--- src/rtl/cpu_ctrl_pkg.sv ---
// Shared definitions for the accumulator CPU control unit: FSM states,
// opcodes, register-file index map and ALU operation codes.
package cpu_ctrl_pkg;

  typedef enum logic [4:0] {
    S_IDLE,
    S_FETCH,
    S_DECODE,
    S_NOP,
    S_MOVACR,
    S_MOVRAC,
    S_MOVACAR,
    S_INCAC,
    S_INCR,
    S_ALU1,
    S_ALU2,
    S_LOADAC,
    S_STAC,
    S_LDIM_INC,
    S_LDIM_RD,
    S_JINC,
    S_JRD,
    S_SKIP,
    S_HALT,
    S_ERROR
  } state_t;

  localparam logic [5:0] OP_NOP     = 6'd0;
  localparam logic [5:0] OP_LOADAC  = 6'd1;
  localparam logic [5:0] OP_STAC    = 6'd2;
  localparam logic [5:0] OP_MOVACR  = 6'd3;
  localparam logic [5:0] OP_MOVRAC  = 6'd4;
  localparam logic [5:0] OP_MOVACAR = 6'd5;
  localparam logic [5:0] OP_ADD     = 6'd6;
  localparam logic [5:0] OP_SUB     = 6'd7;
  localparam logic [5:0] OP_SHL     = 6'd8;
  localparam logic [5:0] OP_SHR     = 6'd9;
  localparam logic [5:0] OP_INCR    = 6'd10;
  localparam logic [5:0] OP_INCAC   = 6'd11;
  localparam logic [5:0] OP_LOADIM  = 6'd12;
  localparam logic [5:0] OP_JUMP    = 6'd13;
  localparam logic [5:0] OP_JZ      = 6'd14;
  localparam logic [5:0] OP_JNZ     = 6'd15;
  localparam logic [5:0] OP_END     = 6'd63;

  // Bus/register index map; general registers start at REG_R0.
  localparam int REG_MEM = 0;
  localparam int REG_PC  = 1;
  localparam int REG_AR  = 2;
  localparam int REG_IR  = 3;
  localparam int REG_AC  = 4;
  localparam int REG_R0  = 5;

  localparam logic [2:0] ALU_PASS = 3'd0;
  localparam logic [2:0] ALU_ADD  = 3'd1;
  localparam logic [2:0] ALU_SUB  = 3'd2;
  localparam logic [2:0] ALU_SHL  = 3'd3;
  localparam logic [2:0] ALU_SHR  = 3'd4;

  function automatic int num_reg(input int num_gpr);
    return REG_R0 + num_gpr;
  endfunction

endpackage

--- src/rtl/ctrl_mem_timer.sv ---
// Wait-cycle counter for one memory access. expire is high in the cycle
// whose missing mem_ready would bring the count up to MAX_WAIT.
module ctrl_mem_timer #(
  parameter int MAX_WAIT = 15,
  localparam int CNT_W = $clog2(MAX_WAIT + 1)
) (
  input  logic clk,
  input  logic rst,
  input  logic clr,
  input  logic en,
  output logic expire
);

  localparam logic [CNT_W-1:0] LAST = CNT_W'(MAX_WAIT - 1);

  logic [CNT_W-1:0] cnt_q;

  // Count wait cycles; clear has priority so every access starts from zero.
  always_ff @(posedge clk or posedge rst) begin
    if (rst)      cnt_q <= '0;
    else if (clr) cnt_q <= '0;
    else if (en)  cnt_q <= cnt_q + CNT_W'(1);
  end

  assign expire = en && (cnt_q == LAST);

endmodule

--- src/rtl/control_fsm_param.sv ---
// Multi-cycle control unit for the accumulator CPU datapath.
// Memory handshake: mem_req stays high for the whole time the FSM sits in a
// memory state; an access completes in the cycle where mem_req and
// mem_ready are both high. mem_ready while mem_req is low has no effect.
// state_dbg exposes the current FSM state for observation.
module control_fsm_param
  import cpu_ctrl_pkg::*;
#(
  parameter int INSTR_W     = 16,
  parameter int NUM_GPR     = 6,
  parameter int MEM_TIMEOUT = 15,
  localparam int NUM_REG    = num_reg(NUM_GPR),
  localparam int SEL_W      = $clog2(NUM_REG)
) (
  input  logic               clk,
  input  logic               rst,
  input  logic               start,
  input  logic [INSTR_W-1:0] instruction,
  input  logic               z,
  input  logic               mem_ready,
  output logic               mem_req,
  output logic               mem_we,
  output logic               mem_addr_sel,
  output logic [SEL_W-1:0]   read_sel,
  output logic [NUM_REG-1:0] write_en,
  output logic [NUM_REG-1:0] inc_en,
  output logic               ac_from_alu,
  output logic [2:0]         alu_op,
  output logic               end_process,
  output logic               error,
  output state_t             state_dbg
);

  state_t      state_q, state_d;
  logic [3:0]  rs_q;
  logic        take_q;
  logic [2:0]  alu_q;
  logic        in_mem;
  logic        tmo;

  logic [5:0]  opcode;
  logic [3:0]  rs;
  logic        rs_bad;
  logic        take_d;
  logic [2:0]  alu_d;
  logic        unused_instr_bits;

  assign opcode            = instruction[5:0];
  assign rs                = instruction[9:6];
  assign rs_bad            = int'(rs) >= NUM_GPR;
  assign take_d            = (opcode == OP_JUMP) || ((opcode == OP_JZ) && z) ||
                             ((opcode == OP_JNZ) && !z);
  assign unused_instr_bits = ^instruction[INSTR_W-1:10];
  assign state_dbg         = state_q;

  function automatic logic [NUM_REG-1:0] reg_bit(input int idx);
    return NUM_REG'(1) << idx;
  endfunction

  // ALU code for the arithmetic opcodes; anything else passes through.
  always_comb begin
    alu_d = ALU_PASS;
    case (opcode)
      OP_ADD:  alu_d = ALU_ADD;
      OP_SUB:  alu_d = ALU_SUB;
      OP_SHL:  alu_d = ALU_SHL;
      OP_SHR:  alu_d = ALU_SHR;
      default: alu_d = ALU_PASS;
    endcase
  end

  ctrl_mem_timer #(.MAX_WAIT(MEM_TIMEOUT)) u_timer (
    .clk    (clk),
    .rst    (rst),
    .clr    (!in_mem || mem_ready),
    .en     (in_mem && !mem_ready),
    .expire (tmo)
  );

  // State register.
  always_ff @(posedge clk or posedge rst) begin
    if (rst) state_q <= S_IDLE;
    else     state_q <= state_d;
  end

  // Capture register field, branch decision and ALU op during DECODE.
  always_ff @(posedge clk or posedge rst) begin
    if (rst) begin
      rs_q   <= '0;
      take_q <= 1'b0;
      alu_q  <= ALU_PASS;
    end else if (state_q == S_DECODE) begin
      rs_q   <= rs;
      take_q <= take_d;
      alu_q  <= alu_d;
    end
  end

  // Next state and state-decoded control outputs. Every instruction retires
  // by stepping PC past itself before returning to FETCH.
  always_comb begin
    state_d      = state_q;
    mem_req      = 1'b0;
    mem_we       = 1'b0;
    mem_addr_sel = 1'b0;
    read_sel     = '0;
    write_en     = '0;
    inc_en       = '0;
    ac_from_alu  = 1'b0;
    alu_op       = ALU_PASS;
    end_process  = 1'b0;
    error        = 1'b0;
    in_mem       = 1'b0;
    case (state_q)
      S_IDLE: if (start) state_d = S_FETCH;
      S_FETCH: begin
        in_mem  = 1'b1;
        mem_req = 1'b1;
        if (mem_ready) begin
          write_en = reg_bit(REG_IR);
          state_d  = S_DECODE;
        end else if (tmo) state_d = S_ERROR;
      end
      S_DECODE: begin
        case (opcode)
          OP_NOP:     state_d = S_NOP;
          OP_LOADAC:  state_d = S_LOADAC;
          OP_STAC:    state_d = S_STAC;
          OP_MOVACR:  state_d = rs_bad ? S_ERROR : S_MOVACR;
          OP_MOVRAC:  state_d = rs_bad ? S_ERROR : S_MOVRAC;
          OP_MOVACAR: state_d = S_MOVACAR;
          OP_ADD, OP_SUB, OP_SHL, OP_SHR: state_d = S_ALU1;
          OP_INCR:    state_d = rs_bad ? S_ERROR : S_INCR;
          OP_INCAC:   state_d = S_INCAC;
          OP_LOADIM:  state_d = S_LDIM_INC;
          OP_JUMP, OP_JZ, OP_JNZ: state_d = S_JINC;
          OP_END:     state_d = S_HALT;
          default:    state_d = S_ERROR;
        endcase
      end
      S_NOP: begin
        inc_en  = reg_bit(REG_PC);
        state_d = S_FETCH;
      end
      S_MOVACR: begin
        read_sel = SEL_W'(REG_AC);
        write_en = reg_bit(REG_R0 + int'(rs_q));
        inc_en   = reg_bit(REG_PC);
        state_d  = S_FETCH;
      end
      S_MOVRAC: begin
        read_sel = SEL_W'(REG_R0 + int'(rs_q));
        write_en = reg_bit(REG_AC);
        inc_en   = reg_bit(REG_PC);
        state_d  = S_FETCH;
      end
      S_MOVACAR: begin
        read_sel = SEL_W'(REG_AC);
        write_en = reg_bit(REG_AR);
        inc_en   = reg_bit(REG_PC);
        state_d  = S_FETCH;
      end
      S_INCAC: begin
        inc_en  = reg_bit(REG_AC) | reg_bit(REG_PC);
        state_d = S_FETCH;
      end
      S_INCR: begin
        inc_en  = reg_bit(REG_R0 + int'(rs_q)) | reg_bit(REG_PC);
        state_d = S_FETCH;
      end
      S_ALU1: begin
        alu_op  = alu_q;
        state_d = S_ALU2;
      end
      S_ALU2: begin
        alu_op      = alu_q;
        ac_from_alu = 1'b1;
        write_en    = reg_bit(REG_AC);
        inc_en      = reg_bit(REG_PC);
        state_d     = S_FETCH;
      end
      S_LOADAC, S_LDIM_RD: begin
        in_mem       = 1'b1;
        mem_req      = 1'b1;
        mem_addr_sel = (state_q == S_LOADAC);
        if (mem_ready) begin
          write_en = reg_bit(REG_AC);
          inc_en   = reg_bit(REG_PC);
          state_d  = S_FETCH;
        end else if (tmo) state_d = S_ERROR;
      end
      S_STAC: begin
        in_mem       = 1'b1;
        mem_req      = 1'b1;
        mem_we       = 1'b1;
        mem_addr_sel = 1'b1;
        read_sel     = SEL_W'(REG_AC);
        if (mem_ready) begin
          inc_en  = reg_bit(REG_PC);
          state_d = S_FETCH;
        end else if (tmo) state_d = S_ERROR;
      end
      S_LDIM_INC: begin
        inc_en  = reg_bit(REG_PC);
        state_d = S_LDIM_RD;
      end
      S_JINC: begin
        inc_en  = reg_bit(REG_PC);
        state_d = take_q ? S_JRD : S_SKIP;
      end
      S_JRD: begin
        in_mem  = 1'b1;
        mem_req = 1'b1;
        if (mem_ready) begin
          write_en = reg_bit(REG_PC);
          state_d  = S_FETCH;
        end else if (tmo) state_d = S_ERROR;
      end
      S_SKIP: begin
        inc_en  = reg_bit(REG_PC);
        state_d = S_FETCH;
      end
      S_HALT:  end_process = 1'b1;
      S_ERROR: error       = 1'b1;
      default: state_d     = S_ERROR;
    endcase
  end

endmodule

--- config.mk ---
export PLATFORM = sky130hd
export DESIGN_NAME = control_fsm_param
export DESIGN_NICKNAME = d
export VERILOG_FILES = /design/src/rtl/cpu_ctrl_pkg.sv /design/src/rtl/ctrl_mem_timer.sv /design/src/rtl/control_fsm_param.sv
export SDC_FILE = /design/constraint.sdc
export NUM_CORES = 1
export LEC_CHECK = 0
export BUFFER_PORTS_ARGS = -buffer_cell sky130_fd_sc_hd__buf_2
export CAP_MARGIN = 5
export CORE_MARGIN = 5
export CORE_UTILIZATION = 35
export CTS_CLUSTER_SIZE = 24
export DETAILED_ROUTE_END_ITERATION = 10
export SLEW_MARGIN = 20
export SYNTH_ARGS = -nofsm -noshare
export SYNTH_HDL_FRONTEND = slang
export SYNTH_HIERARCHICAL = 1
export SYNTH_SLANG_ARGS = --single-unit
--- constraint.sdc ---
create_clock -name clk -period 2.6 [get_ports clk]
set_input_delay 0.52 -clock clk [delete_from_list [all_inputs] [get_ports clk]]
set_output_delay 0.52 -clock clk [all_outputs]
set_load 0.1 [all_outputs]
* Yosys cells after proc, flatten, opt, wreduce, memory -nomap -nowiden *
Index checks and enable logic that the tools add are counted.

storage, ports and cells
  register bits after elaboration = 17
  bits of input ports = 21
  output and inout bits = 40
  logic and storage cells = 99

cells by class
  $add $sub $neg = 2
  $lt $le $gt $ge = 1
  eq/ne operators = 37
  shifts and indexed selects = 1
  multiplexer cells = 26
  bitwise gates (word level) = 1
  reduce and logical (&&, ||, !) cells = 26

operator list
  kind                    number
  $pmux W11 S6            1
  $pmux W5 S12            1
  $eq A6 B4 Y1 const B    8
  $pmux W5 S9             1
  $pmux W11 S4            1
  $eq A5 B4 Y1 const B    8
  $mux W5                 8
  $eq A6 B3 Y1 const B    4
  $eq A5 B3 Y1 const B    4
  $eq A5 B5 Y1 const B    4
  $reduce_or A8 Y1        2
  $eq A6 B2 Y1 const B    2
  $mux W4                 3
  $pmux W3 S4             1
  $shl A1 B5 Y11 const A  1
  $eq A5 B2 Y1 const B    2
  $reduce_or A3 Y1        3
  $pmux W4 S2             1
  $reduce_or A2 Y1        4
  $reduce_or A4 Y1        2
  $eq A6 B1 Y1 const B    1
  $eq A6 B6 Y1 const B    1
  $logic_not A6 Y1        1
  $mux W1                 6
  17 further kinds        24

* Depth between registers and ports, before layout *
Gate-level depths: netlist of run 1.

  depth in word-level cells = 8
  depth in mapped cells = 11
  depth with buffers taken out = 10

* Cells and area by module *
The synthesis of run 1 kept the hierarchy.

modules (own cells, without submodules)
  module             instances  cells an instance  area an instance (um^2)  sequential area each (um^2)
  control_fsm_param  1          231                1634.1                   325.3
  ctrl_mem_timer     1          21                 226.5                    100.1

* Worst setup path before layout of run 1 *
OpenSTA, ideal clock, no wires.

  path kind = reg-to-output
  start point = register state_q[1] (netlist: state_dbg[1])
  end point = output port ac_from_alu
  arrival = 4.427 ns
  data required time = 2.080 ns
  path slack = -2.347 ns
  cell stages (with the launch flop) = 5
  buffers on the path = 2
  cells stage by stage = dfrtp_1 buf_4 clkbuf_1 nand2_1 nor4_1

on the way
  word-level cells in the longest chain between the ends = 2

ends and longest elaborated chain
  element                   line                      RTL
  start: declaration        control_fsm_param.sv:34   state_t state_q, state_d;
  start signal: assignment  control_fsm_param.sv:83   else state_q <= state_d;
  $eq A5 B4 Y1              control_fsm_param.sv:114  case (state_q)
  $mux W1                   control_fsm_param.sv:114
  end: declaration          control_fsm_param.sv:27   output logic ac_from_alu,

No other way between the ends.

* Worst setup path after layout of run 1 *
  start point = register rs_q[1]
  end point = output port write_en[7]

on the way
  word-level cells in the longest chain between the ends = 3

ends and longest elaborated chain
  element                   line                      RTL
  start: declaration        control_fsm_param.sv:35   logic [3:0] rs_q;
  start signal: assignment  control_fsm_param.sv:93   rs_q <= rs;
  $add A3 B4 Y5             control_fsm_param.sv:147  write_en = reg_bit(REG_R0 + int'(rs_q));
  $shl A1 B5 Y11            control_fsm_param.sv:57   return NUM_REG'(1) << idx;
  $pmux W11 S6              control_fsm_param.sv:114
  end: declaration          control_fsm_param.sv:25   output logic [NUM_REG-1:0] write_en,

No other way between the ends.

==> results of run 1 <==
-- stage by stage --
stage          worst slack [ns]  hold WS [ns]
3_3_place_gp              0.280         0.421
4_1_cts                 -0.0115         0.147
2_1_floorplan            -0.189         0.286
6_report                 0.0817         0.143
3_5_place_dp              0.270         0.422
5_1_grt                 -0.0214         0.155
-- where the power goes --
part           leakage (nW)  internal, mW  switching [mW]
Clock                0.0255         0.107          0.0999
Combinational         0.934        0.0228          0.0413
Sequential            0.176         0.264               0
Total                  1.14         0.394           0.141
-- final cells by class --
cell class	instances	area share
Clock buffer	3	0.0151
Clock inverter	1	0.00183
Inverter	11	0.0151
Multi-Input combinational cell	205	0.525
Sequential cell	17	0.163
Tap cell	70	0.0320
Timing Repair Buffer	64	0.248
-- registers in the layout, indices dropped and copies added, names as in the netlist --
signal,count
state_dbg,5
take_q,1
alu_q,3
u_timer/cnt_q,4
rs_q,4
-- worst max path at each step --
stage | startpoint | endpoint | slack (ns) | cells past startpoint
global route | rs_q[1]$_DFFE_PP0P_ | inc_en[8] | -0.02 | 7
floorplan | state_dbg[3]$_DFFE_PP0P_ | end_process | -0.19 | 3
global placement | state_dbg[1]$_DFFE_PP0P_ | inc_en[0] | 0.28 | 5
detailed placement | state_dbg[1]$_DFFE_PP0P_ | inc_en[0] | 0.27 | 5
finish | rs_q[1]$_DFFE_PP0P_ | write_en[7] | 0.08 | 6
CTS | state_dbg[4]$_DFFE_PP0P_ | write_en[1] | -0.01 | 6
-- what timing repair did --
item / CTS / global route
pin swaps: 0 / 1
setup endpoints to repair: 6 / 19
resized for setup: 1 / 14
setup buffers: 0 / 0
-- cells by family (layout without fill, tap and decap cells) --
logic type / Yosys count / after routing / synth area share
simple gates: 124 / 124 / 0.368
compound gates: 65 / 65 / 0.233
buf+inv: 30 / 79 / 0.0767
flops: 17 / 17 / 0.229
fa+ha+maj: 7 / 7 / 0.0471
xor+xnor: 6 / 6 / 0.0282
mux: 3 / 3 / 0.0188
-- critical path: cells and delay by family (launching register included) --
family	cells	cell delay (ns)
and+or+nand+nor	4	0.93
xor gates and xnor gates	1	0.15
buffers and inverters	1	0.18
DFF	1	0.45
-- cell usage after synthesis, drive strengths merged (2+ instances only) --
library cell	instances
ha	7
o31ai	4
o32ai	2
o211ai	2
nor4b	2
nand3	7
mux2i	2
and3	2
nor2	23
dfrtp	17
nand4	5
o22ai	2
nor2b	10
and2	20
inv	11
nand2	27
buf	13
a21oi	17
a31oi	4
xor2	3
o21ai	15
or2	2
nor4	2
xnor2	3
o41ai	3
clkbuf	6
nand2b	9
a32o	2
nor3	7
-- placed cells by master (no fill, tap or decap), types with 5 or more instances in the layout --
master,count
inv_1,10
and2_1,16
nor2_1,16
nand4_1,5
dfrtp_1,11
nand2b_1,8
nand3_1,6
a21oi_1,17
ha_1,7
nand2_1,24
nor2b_1,8
buf_2,30
buf_4,10
buf_12,21
o21ai_0,13
dfrtp_4,5
-- per-layer routing --
metal  vias to the layer above  part of all wire
met4                         0            0.0097
met3                         4             0.046
met1                       958              0.48
met5                         -                 0
met2                        57              0.46
li1                        990                 -
==> reports/qor.csv, run 1 <==
stage,metric,value,unit
floorplanning,initial_core_util,0.362,
grt,use_met1,0.219,
synthesis,syn_area,0.00186,mm²
finish,final_cells,371,
placed_design,hpwl,4250,µm
grt,grtUsageTotal,0.155,
finish,seq_area,445,µm²
synthesis,yosysWarnings,6,
placed_design,placed_cell_area,0.00265,mm²
timing,fin_tns_setup,0,ns
finish,multiInputGateArea,0.00144,mm²
routing,drt_iter0_drc,133,
grt,first_global_vias,1846,
grt,grt-ovfl-total,0,
floorplanning,rows,26,
routing,post_drt_wl_per_cell,14.7,µm
timing,finalCritPeriodShare,0.969,
grt,use_met3,0.0307,
routing,drc,0,
power,p_leak,1.14,nW
clock_tree,cts.reportedPaths.clkPinSlew,0.07,ns
synthesis,ys_ff_latch,17,
clock_tree,cts_tree,done,
routing,vias,2009,
finish,drive_gt1_frac,0.375,
grt,grt_max_degree,21,
clock_tree,clockRootBuffer,clkbuf_8,
grt,use_met2,0.242,
timing,grt_setup_unrepaired,true,
setup_path,worstPathCellList,nand2_1 -> xnor2_1 -> or3_1 -> nor2_2 -> and2_1 -> buf_12,
setup_path,start_kind,flop,
floorplanning,die_x,82.9,µm
finish,finalInstanceArea,0.00274,mm²
clock_tree,clock_sinks,17,
synthesis,yosys.area.top_type_share,0.229,
setup_path,r2r_start,state_dbg[1]$_DFFE_PP0P_,
routing,wl,5460,µm
power,ir_drop,0.138,mV
finish,antenna_cells,0,
min_path,hold_class,in2async,
setup_path,critPathMaxStageDelay,0.45,ns
synthesis,syn_nets,280,
flow_run,maxCapViolCount,0,
setup_path,required,2.08,ns
synthesis,synthDistinctLibCells,60,
synthesis,yosysSeqAreaShare,0.229,
floorplanning,fp.dieH,82.9,µm
timing,hold_viol_final,0,
setup_path,endpoint_kind,output pin,
setup_path,crit_fanout,6,
placed_design,place_inst,367,
setup_path,arrival,2.00,ns
synthesis,synth-edff-count,0,
timing,setup_viol,0,
finish,fillers,504,
grt,antenna_found_initial,0,
finish,final_net_count,330,
timing,fin_worst_skew,0.00120,ns
setup_path,reg2reg_to,state_dbg[3]$_DFFE_PP0P_,
floorplanning,die_area,0.00687,mm²
grt,grt.busiest_layer,met2,
routing,ant_nets,0,
power,p_per_area,195,mW/mm²
synthesis,synth_area_leaders,"dfrtp_1, and2_1, nand2_1",
timing,min_period,2.52,ns
power,total_power,535,µW
synthesis,ys_async_sr_fraction,1.00,
finish,finish.utilization,0.532,
finish,syn2layout_area_growth,47.1,%
routing,vias_per_cell,5.42,
grt,grt_pass1_wl,9200,µm
timing,drv_slew,0,
routing,drt_pass1_iterations,5,
clock_tree,cts_buffer_depth,2,
timing,tightest_slew,0.502,ns
synthesis,post_synth.cell_area_avg,7.38,µm²
placed_design,port-buffer-count,54,
synthesis,synth_top_area_cell,dfrtp_1,
timing,max_slew_margin,0.663,
outcome,outcome,"complete, no violations",
placed_design,place.gp.congestion,0.817,
floorplanning,io_pins,61,
timing,fmax,0.397,GHz
clock_tree,cts-htree-levels,1,
floorplanning,core_area,0.00514,mm²
setup_path,r2r_setup_slack,0.38,ns
clock_tree,cts_hold_buf,0,
setup_path,cp_slowest_cell,dfrtp_1,
setup_path,path_class,reg2out,
synthesis,synth_ff_type,dfrtp_1,
clock_tree,numCtsBuffers,3,
synthesis,synthCells,252,
clock_tree,clock_latency,0.26,ns
setup_path,reg2regPathDepth,9,
Power figures use the tool's default switching activity.
==> run 2: changes to the inputs <==
--- a/config.mk
+++ b/config.mk
@@ -8,9 +8,11 @@
 export BUFFER_PORTS_ARGS = -buffer_cell sky130_fd_sc_hd__buf_2
 export CAP_MARGIN = 5
 export CORE_MARGIN = 5
-export CORE_UTILIZATION = 35
+export CORE_UTILIZATION = 51
 export CTS_CLUSTER_SIZE = 24
 export DETAILED_ROUTE_END_ITERATION = 10
+export PLACE_DENSITY = 0.8
+export SKIP_CTS_REPAIR_TIMING = 1
 export SLEW_MARGIN = 20
 export SYNTH_ARGS = -nofsm -noshare
 export SYNTH_HDL_FRONTEND = slang
==> reports/qor.csv, run 2 (synthesis gave the netlist of run 1 again) <==
stage,metric,value,unit,change
placed_design,port-buffer-count,54,,unchanged
grt,antenna_found_initial,0,,unchanged
setup_path,path_class,reg2out,,unchanged
timing,drv_slew,0,,unchanged
timing,grt_setup_unrepaired,true,,unchanged
routing,drt_pass1_iterations,4,,was 5
finish,layout_commonest_cell,buf_2,,unchanged
floorplanning,die_area,0.00496,mm²,was 0.00687 mm²
outcome,outcome,"complete, no violations",,unchanged
finish,syn2layout_area_growth,44.1,%,was 47.1%
finish,drive_gt1_frac,0.362,,was 0.375
setup_path,cp_slowest_cell,dfrtp_4,,was dfrtp_1
setup_path,critPathTopFamily,simple AND/OR/NAND/NOR gates,,unchanged
grt,grt_max_degree,23,,was 21
clock_tree,numCtsBuffers,3,,unchanged
finish,largest_reg_flops,5,,unchanged
finish,final_cells,346,,was 371
floorplanning,initial_core_util,0.516,,was 0.362
clock_tree,clock_sinks,17,,unchanged
routing,vias_per_cell,5.81,,was 5.42
grt,grt_pass1_wl,8800,µm,was 9200 µm
routing,vias,2011,,"was 2,009"
finish,fillers,263,,was 504
grt,grt-ovfl-total,0,,unchanged
power,ir_drop,0.128,mV,was 0.138 mV
timing,min_period,2.57,ns,was 2.52 ns
timing,fin_worst_skew,0.00198,ns,was 0.00120 ns
grt,grtUsageTotal,0.214,,was 0.155
clock_tree,cts-htree-levels,1,,unchanged
routing,drt_iter0_drc,124,,was 133
clock_tree,clockRootBuffer,clkbuf_8,,unchanged
finish,final_net_count,327,,was 330
routing,wl,5320,µm,was 5460 µm
setup_path,crit_buf_inv,1,,unchanged
finish,antenna_cells,0,,unchanged
setup_path,start_kind,flop,,unchanged
placed_design,place.gp.congestion,0.868,,was 0.817
timing,finalCritPeriodShare,0.988,,was 0.969
routing,post_drt_wl_per_cell,15.4,µm,was 14.7 µm
placed_design,place_inst,342,,was 367
setup_path,critPathMaxStageDelay,0.59,ns,was 0.45 ns
timing,tightest_slew,0.501,ns,was 0.502 ns
floorplanning,die_x,70.4,µm,was 82.9 µm
grt,first_global_vias,1809,,"was 1,846"
setup_path,crit_fanout,17,,was 6
timing,hold_viol_final,0,,unchanged
floorplanning,io_pins,61,,unchanged
timing,fmax,0.389,GHz,was 0.397 GHz
clock_tree,cts.reportedPaths.clkPinSlew,0.06,ns,was 0.07 ns
clock_tree,clock_latency,0.25,ns,was 0.26 ns
clock_tree,cts_buffer_depth,2,,unchanged
finish,finish.utilization,0.744,,was 0.532
finish,mostFrequentLayoutCells,"buf_2, nand2_1, buf_12, nor2_1, a21oi_1",,"was buf_2, nand2_1, buf_12, a21oi_1"
timing,setup_viol,0,,unchanged
floorplanning,rows,22,,was 26
power,p_leak,1.12,nW,was 1.14 nW
setup_path,arrival,2.05,ns,was 2.00 ns
clock_tree,cts_tree,done,,unchanged
timing,max_slew_margin,0.665,,was 0.663
placed_design,hpwl,4110,µm,was 4250 µm
setup_path,endpoint_kind,output pin,,unchanged
setup_path,worstPathCellList,nor2b_1 -> nand3_2 -> nor4b_4 -> nand2_1 -> o31ai_4 -> buf_12,,was nand2_1 -> xnor2_1 -> or3_1 -> nor2_2 -> and2_1 -> buf_12
routing,ant_nets,0,,unchanged
min_path,hold_class,in2async,,unchanged
power,p_per_area,196,mW/mm²,was 195 mW/mm²
flow_run,maxCapViolCount,0,,unchanged
setup_path,required,2.08,ns,about the same
routing,drc,0,,unchanged
floorplanning,fp.dieH,70.4,µm,was 82.9 µm
floorplanning,core_area,0.00361,mm²,was 0.00514 mm²
[run 2: path summary, 6_finish.rpt]
check                                         start                      endpoint  slack, ns  cells after the start
hold reg to reg                alu_q[2]$_DFFE_PP0P_          alu_q[2]$_DFFE_PP0P_       0.48                      2
setup / recovery           state_dbg[4]$_DFFE_PP0P_                   write_en[1]       0.03                      6
max in group asynchronous                       rst      state_dbg[2]$_DFFE_PP0P_       1.93                      2
hold / removal                                  rst  u_timer/cnt_q[0]$_DFFE_PP0P_       0.14                      2
setup reg to reg           state_dbg[0]$_DFFE_PP0P_      state_dbg[2]$_DFFE_PP0P_       0.38                     10
min in group clk                     instruction[6]           rs_q[0]$_DFFE_PP0P_       0.47                      3
[run 2: metrics by stage]
| step | setup slack (ns) | TNS, ns | hold slack, ns | cell area (µm²) | power (mW) |
|---|---|---|---|---|---|
| after floorplan | -0.189 | -0.975 | 0.286 | 2010 | 0.311 |
| after CTS | -0.0532 | -0.0751 | 0.145 | 2640 | 0.530 |
| after detailed placement | 0.229 | 0 | 0.421 | 2590 | 0.332 |
| final | 0.0300 | 0 | 0.143 | 2680 | 0.527 |
| after global placement | 0.303 | 0 | 0.418 | 2590 | 0.331 |
| after global routing | -0.0405 | -0.119 | 0.156 | 2680 | 0.551 |
[run 2: area by class of cell]
class	instances	area, µm²	share of cell area
Inverter	11	41.3	0.0154
Sequential cell	17	447	0.167
Multi-Input combinational cell	205	1430	0.534
Clock buffer	4	45.0	0.0168
Timing Repair Buffer	61	657	0.245
Tap cell	48	60.1	0.0224
[run 2: per-layer routing]
metal	track usage	part of all wire	wire, µm
met5	0	0	0
met3	0.0273	0.067	357
met4	0.0574	0.012	66
met2	0.362	0.50	2650
met1	0.286	0.42	2240
[run 2: worst register-to-register path: stages, from the launching register on]
cell,delay (ns)
dfrtp_4,0.61
inv_1,0.14
buf_4,0.19
nand2_2,0.12
o21ai_4,0.20
nand2_2,0.08
inv_2,0.12
and4_4,0.28
nor3_2,0.07
o211ai_1,0.19
o41ai_1,0.10
[run 2: power breakdown]
group	switching, mW	internal (mW)
clock	0.0903	0.109
sequential	0	0.264
combinational	0.0402	0.0228
total	0.131	0.396
==> run 3: changes to the inputs <==
--- a/config.mk
+++ b/config.mk
@@ -7,13 +7,12 @@
 export LEC_CHECK = 0
 export BUFFER_PORTS_ARGS = -buffer_cell sky130_fd_sc_hd__buf_2
 export CAP_MARGIN = 5
-export CORE_MARGIN = 5
 export CORE_UTILIZATION = 51
 export CTS_CLUSTER_SIZE = 24
 export DETAILED_ROUTE_END_ITERATION = 10
 export PLACE_DENSITY = 0.8
 export SKIP_CTS_REPAIR_TIMING = 1
-export SLEW_MARGIN = 20
+export SKIP_LAST_GASP = 1
 export SYNTH_ARGS = -nofsm -noshare
 export SYNTH_HDL_FRONTEND = slang
 export SYNTH_HIERARCHICAL = 1
==> reports/qor.csv, run 3 (synthesis gave the netlist of run 1 again) <==
stage,metric,value,unit,change
clock_tree,cts_buffer_depth,2,,unchanged
floorplanning,io_pins,61,,unchanged
timing,tightest_slew,0.531,ns,was 0.501 ns
setup_path,path_class,reg2out,,unchanged
timing,finalCritPeriodShare,1.00,,was 0.988
grt,grt-ovfl-total,0,,unchanged
finish,fillers,226,,was 263
grt,grt_pass1_wl,9020,µm,was 8800 µm
outcome,outcome,"complete, but fails checks",,"was complete, no violations"
grt,first_global_vias,1943,,"was 1,809"
floorplanning,initial_core_util,0.545,,was 0.516
power,ir_drop,0.209,mV,was 0.128 mV
flow_run,maxCapViolCount,0,,unchanged
power,p_per_area,177,mW/mm²,was 196 mW/mm²
clock_tree,clock_sinks,17,,unchanged
routing,ant_nets,0,,unchanged
grt,antenna_found_initial,0,,unchanged
placed_design,place_inst,340,,was 342
setup_path,reg2regPathDepth,10,,unchanged
routing,drc,0,,unchanged
floorplanning,die_area,0.00389,mm²,was 0.00496 mm²
finish,mostFrequentLayoutCells,"buf_2, nand2_1, buf_12, a21oi_1, and2_1",,"was buf_2, nand2_1, buf_12, nor2_1, a21oi_1"
timing,drv_slew,0,,unchanged
placed_design,place.gp.congestion,0.838,,was 0.868
timing,fmax,0.383,GHz,was 0.389 GHz
grt,grtUsageTotal,0.286,,was 0.214
grt,use_met1,0.350,,was 0.286
min_path,hold_class,in2async,,unchanged
setup_path,crit_path_start,rs_q[0]$_DFFE_PP0P_,,was state_dbg[4]$_DFFE_PP0P_
setup_path,start_kind,flop,,unchanged
grt,use_met3,0.0347,,was 0.0273
clock_tree,numCtsBuffers,3,,unchanged
clock_tree,cts-htree-levels,1,,unchanged
timing,fin_tns_setup,-0.00870,ns,was 0 ns
routing,vias,2101,,"was 2,011"
setup_path,r2r_start,state_dbg[2]$_DFFE_PP0P_,,was state_dbg[0]$_DFFE_PP0P_
grt,grt.busiest_layer,met2,,unchanged
timing,setup_viol,1,,was 0
floorplanning,fp.dieH,62.4,µm,was 70.4 µm
timing,layout_setup_ws,-0.00870,ns,was 0.0300 ns
finish,antenna_cells,0,,unchanged
outcome,violations,setup timing,,
setup_path,endpoint_kind,output pin,,unchanged
routing,post_drt_wl_per_cell,16.1,µm,was 15.4 µm
routing,vias_per_cell,6.04,,was 5.81
timing,max_slew_margin,0.643,,was 0.665
setup_path,crit_fanout,7,,was 17
power,p_leak,1.15,nW,was 1.12 nW
clock_tree,cts.reportedPaths.clkPinSlew,0.10,ns,was 0.06 ns
finish,finish.utilization,0.796,,was 0.744
finish,layout_commonest_cell,buf_2,,unchanged
setup_path,required,2.08,ns,about the same
power,total_power,480,µW,was 527 µW
finish,drive_gt1_frac,0.384,,was 0.362
clock_tree,clockRootBuffer,clkbuf_4,,was clkbuf_8
timing,hold_viol_final,0,,unchanged
finish,syn2layout_area_growth,46.1,%,was 44.1%
floorplanning,die_x,62.4,µm,was 70.4 µm
grt,use_met2,0.512,,was 0.362
placed_design,hpwl,4170,µm,was 4110 µm
timing,fin_worst_skew,0.00126,ns,was 0.00198 ns
timing,min_period,2.61,ns,was 2.57 ns
grt,grt_max_degree,21,,was 23
routing,wl,5620,µm,was 5320 µm
finish,largest_reg_flops,5,,unchanged
finish,final_net_count,331,,was 327
placed_design,port-buffer-count,54,,unchanged
routing,drt_iter0_drc,185,,was 124
clock_tree,cts_tree,done,,unchanged
floorplanning,core_area,0.00342,mm²,was 0.00361 mm²
timing,grt_setup_unrepaired,true,,unchanged
finish,final_cells,348,,was 346
setup_path,arrival,2.09,ns,was 2.05 ns
placed_design,pre_cts_slack,0.206,ns,was 0.229 ns
floorplanning,rows,21,,was 22
routing,drt_pass1_iterations,5,,was 4
clock_tree,clock_latency,0.30,ns,was 0.25 ns
[run 3: area by class of cell]
type / instances / area, µm² / area share
clock buffers: 4 / 26.3 / 0.00967
inverters: 11 / 41.3 / 0.0152
well taps: 46 / 57.6 / 0.0212
repair buffers: 65 / 696 / 0.256
multi-input cells: 205 / 1450 / 0.534
flip-flops and latches: 17 / 447 / 0.164
[run 3: path summary, 6_finish.rpt]
check                                          endpoint  slack (ns)
min in group clk                    rs_q[0]$_DFFE_PP0P_        0.42
max                                         write_en[6]      -0.009
max in group asynchronous      state_dbg[0]$_DFFE_PP0P_        1.97
max reg2reg                    state_dbg[3]$_DFFE_PP0P_        0.22
min                        u_timer/cnt_q[2]$_DFFE_PP0P_        0.09
min reg2reg                          take_q$_DFFE_PP0P_        0.50
[run 3: metal layers]
metal	vias to the layer above	routed length, µm
li1	999	-
met1	987	2270
met2	105	2900
met3	10	358
met4	0	88
met5	-	0
[run 3: report_power, final]
| group | leakage [nW] | total, mW | internal, mW | switching [mW] |
|---|---|---|---|---|
| combinational | 0.962 | 0.0653 | 0.0228 | 0.0425 |
| clock | 0.0150 | 0.151 | 0.0599 | 0.0907 |
| sequential | 0.176 | 0.264 | 0.264 | 0 |
| total | 1.15 | 0.480 | 0.347 | 0.133 |
[run 3: through the flow]
step | instance area (µm²) | hold WS (ns)
after floorplan | 2010 | 0.286
after global placement | 2590 | 0.415
after detailed placement | 2590 | 0.423
after CTS | 2620 | 0.0976
after global routing | 2720 | 0.103
final | 2720 | 0.0933
[run 3: critical path, cell delays in order (launching register included)]
cell and delay [ns]:
dfrtp_2 0.47, ha_1 0.26, or3_1 0.42, nor2_2 0.23
and2_1 0.22, buf_12 0.19
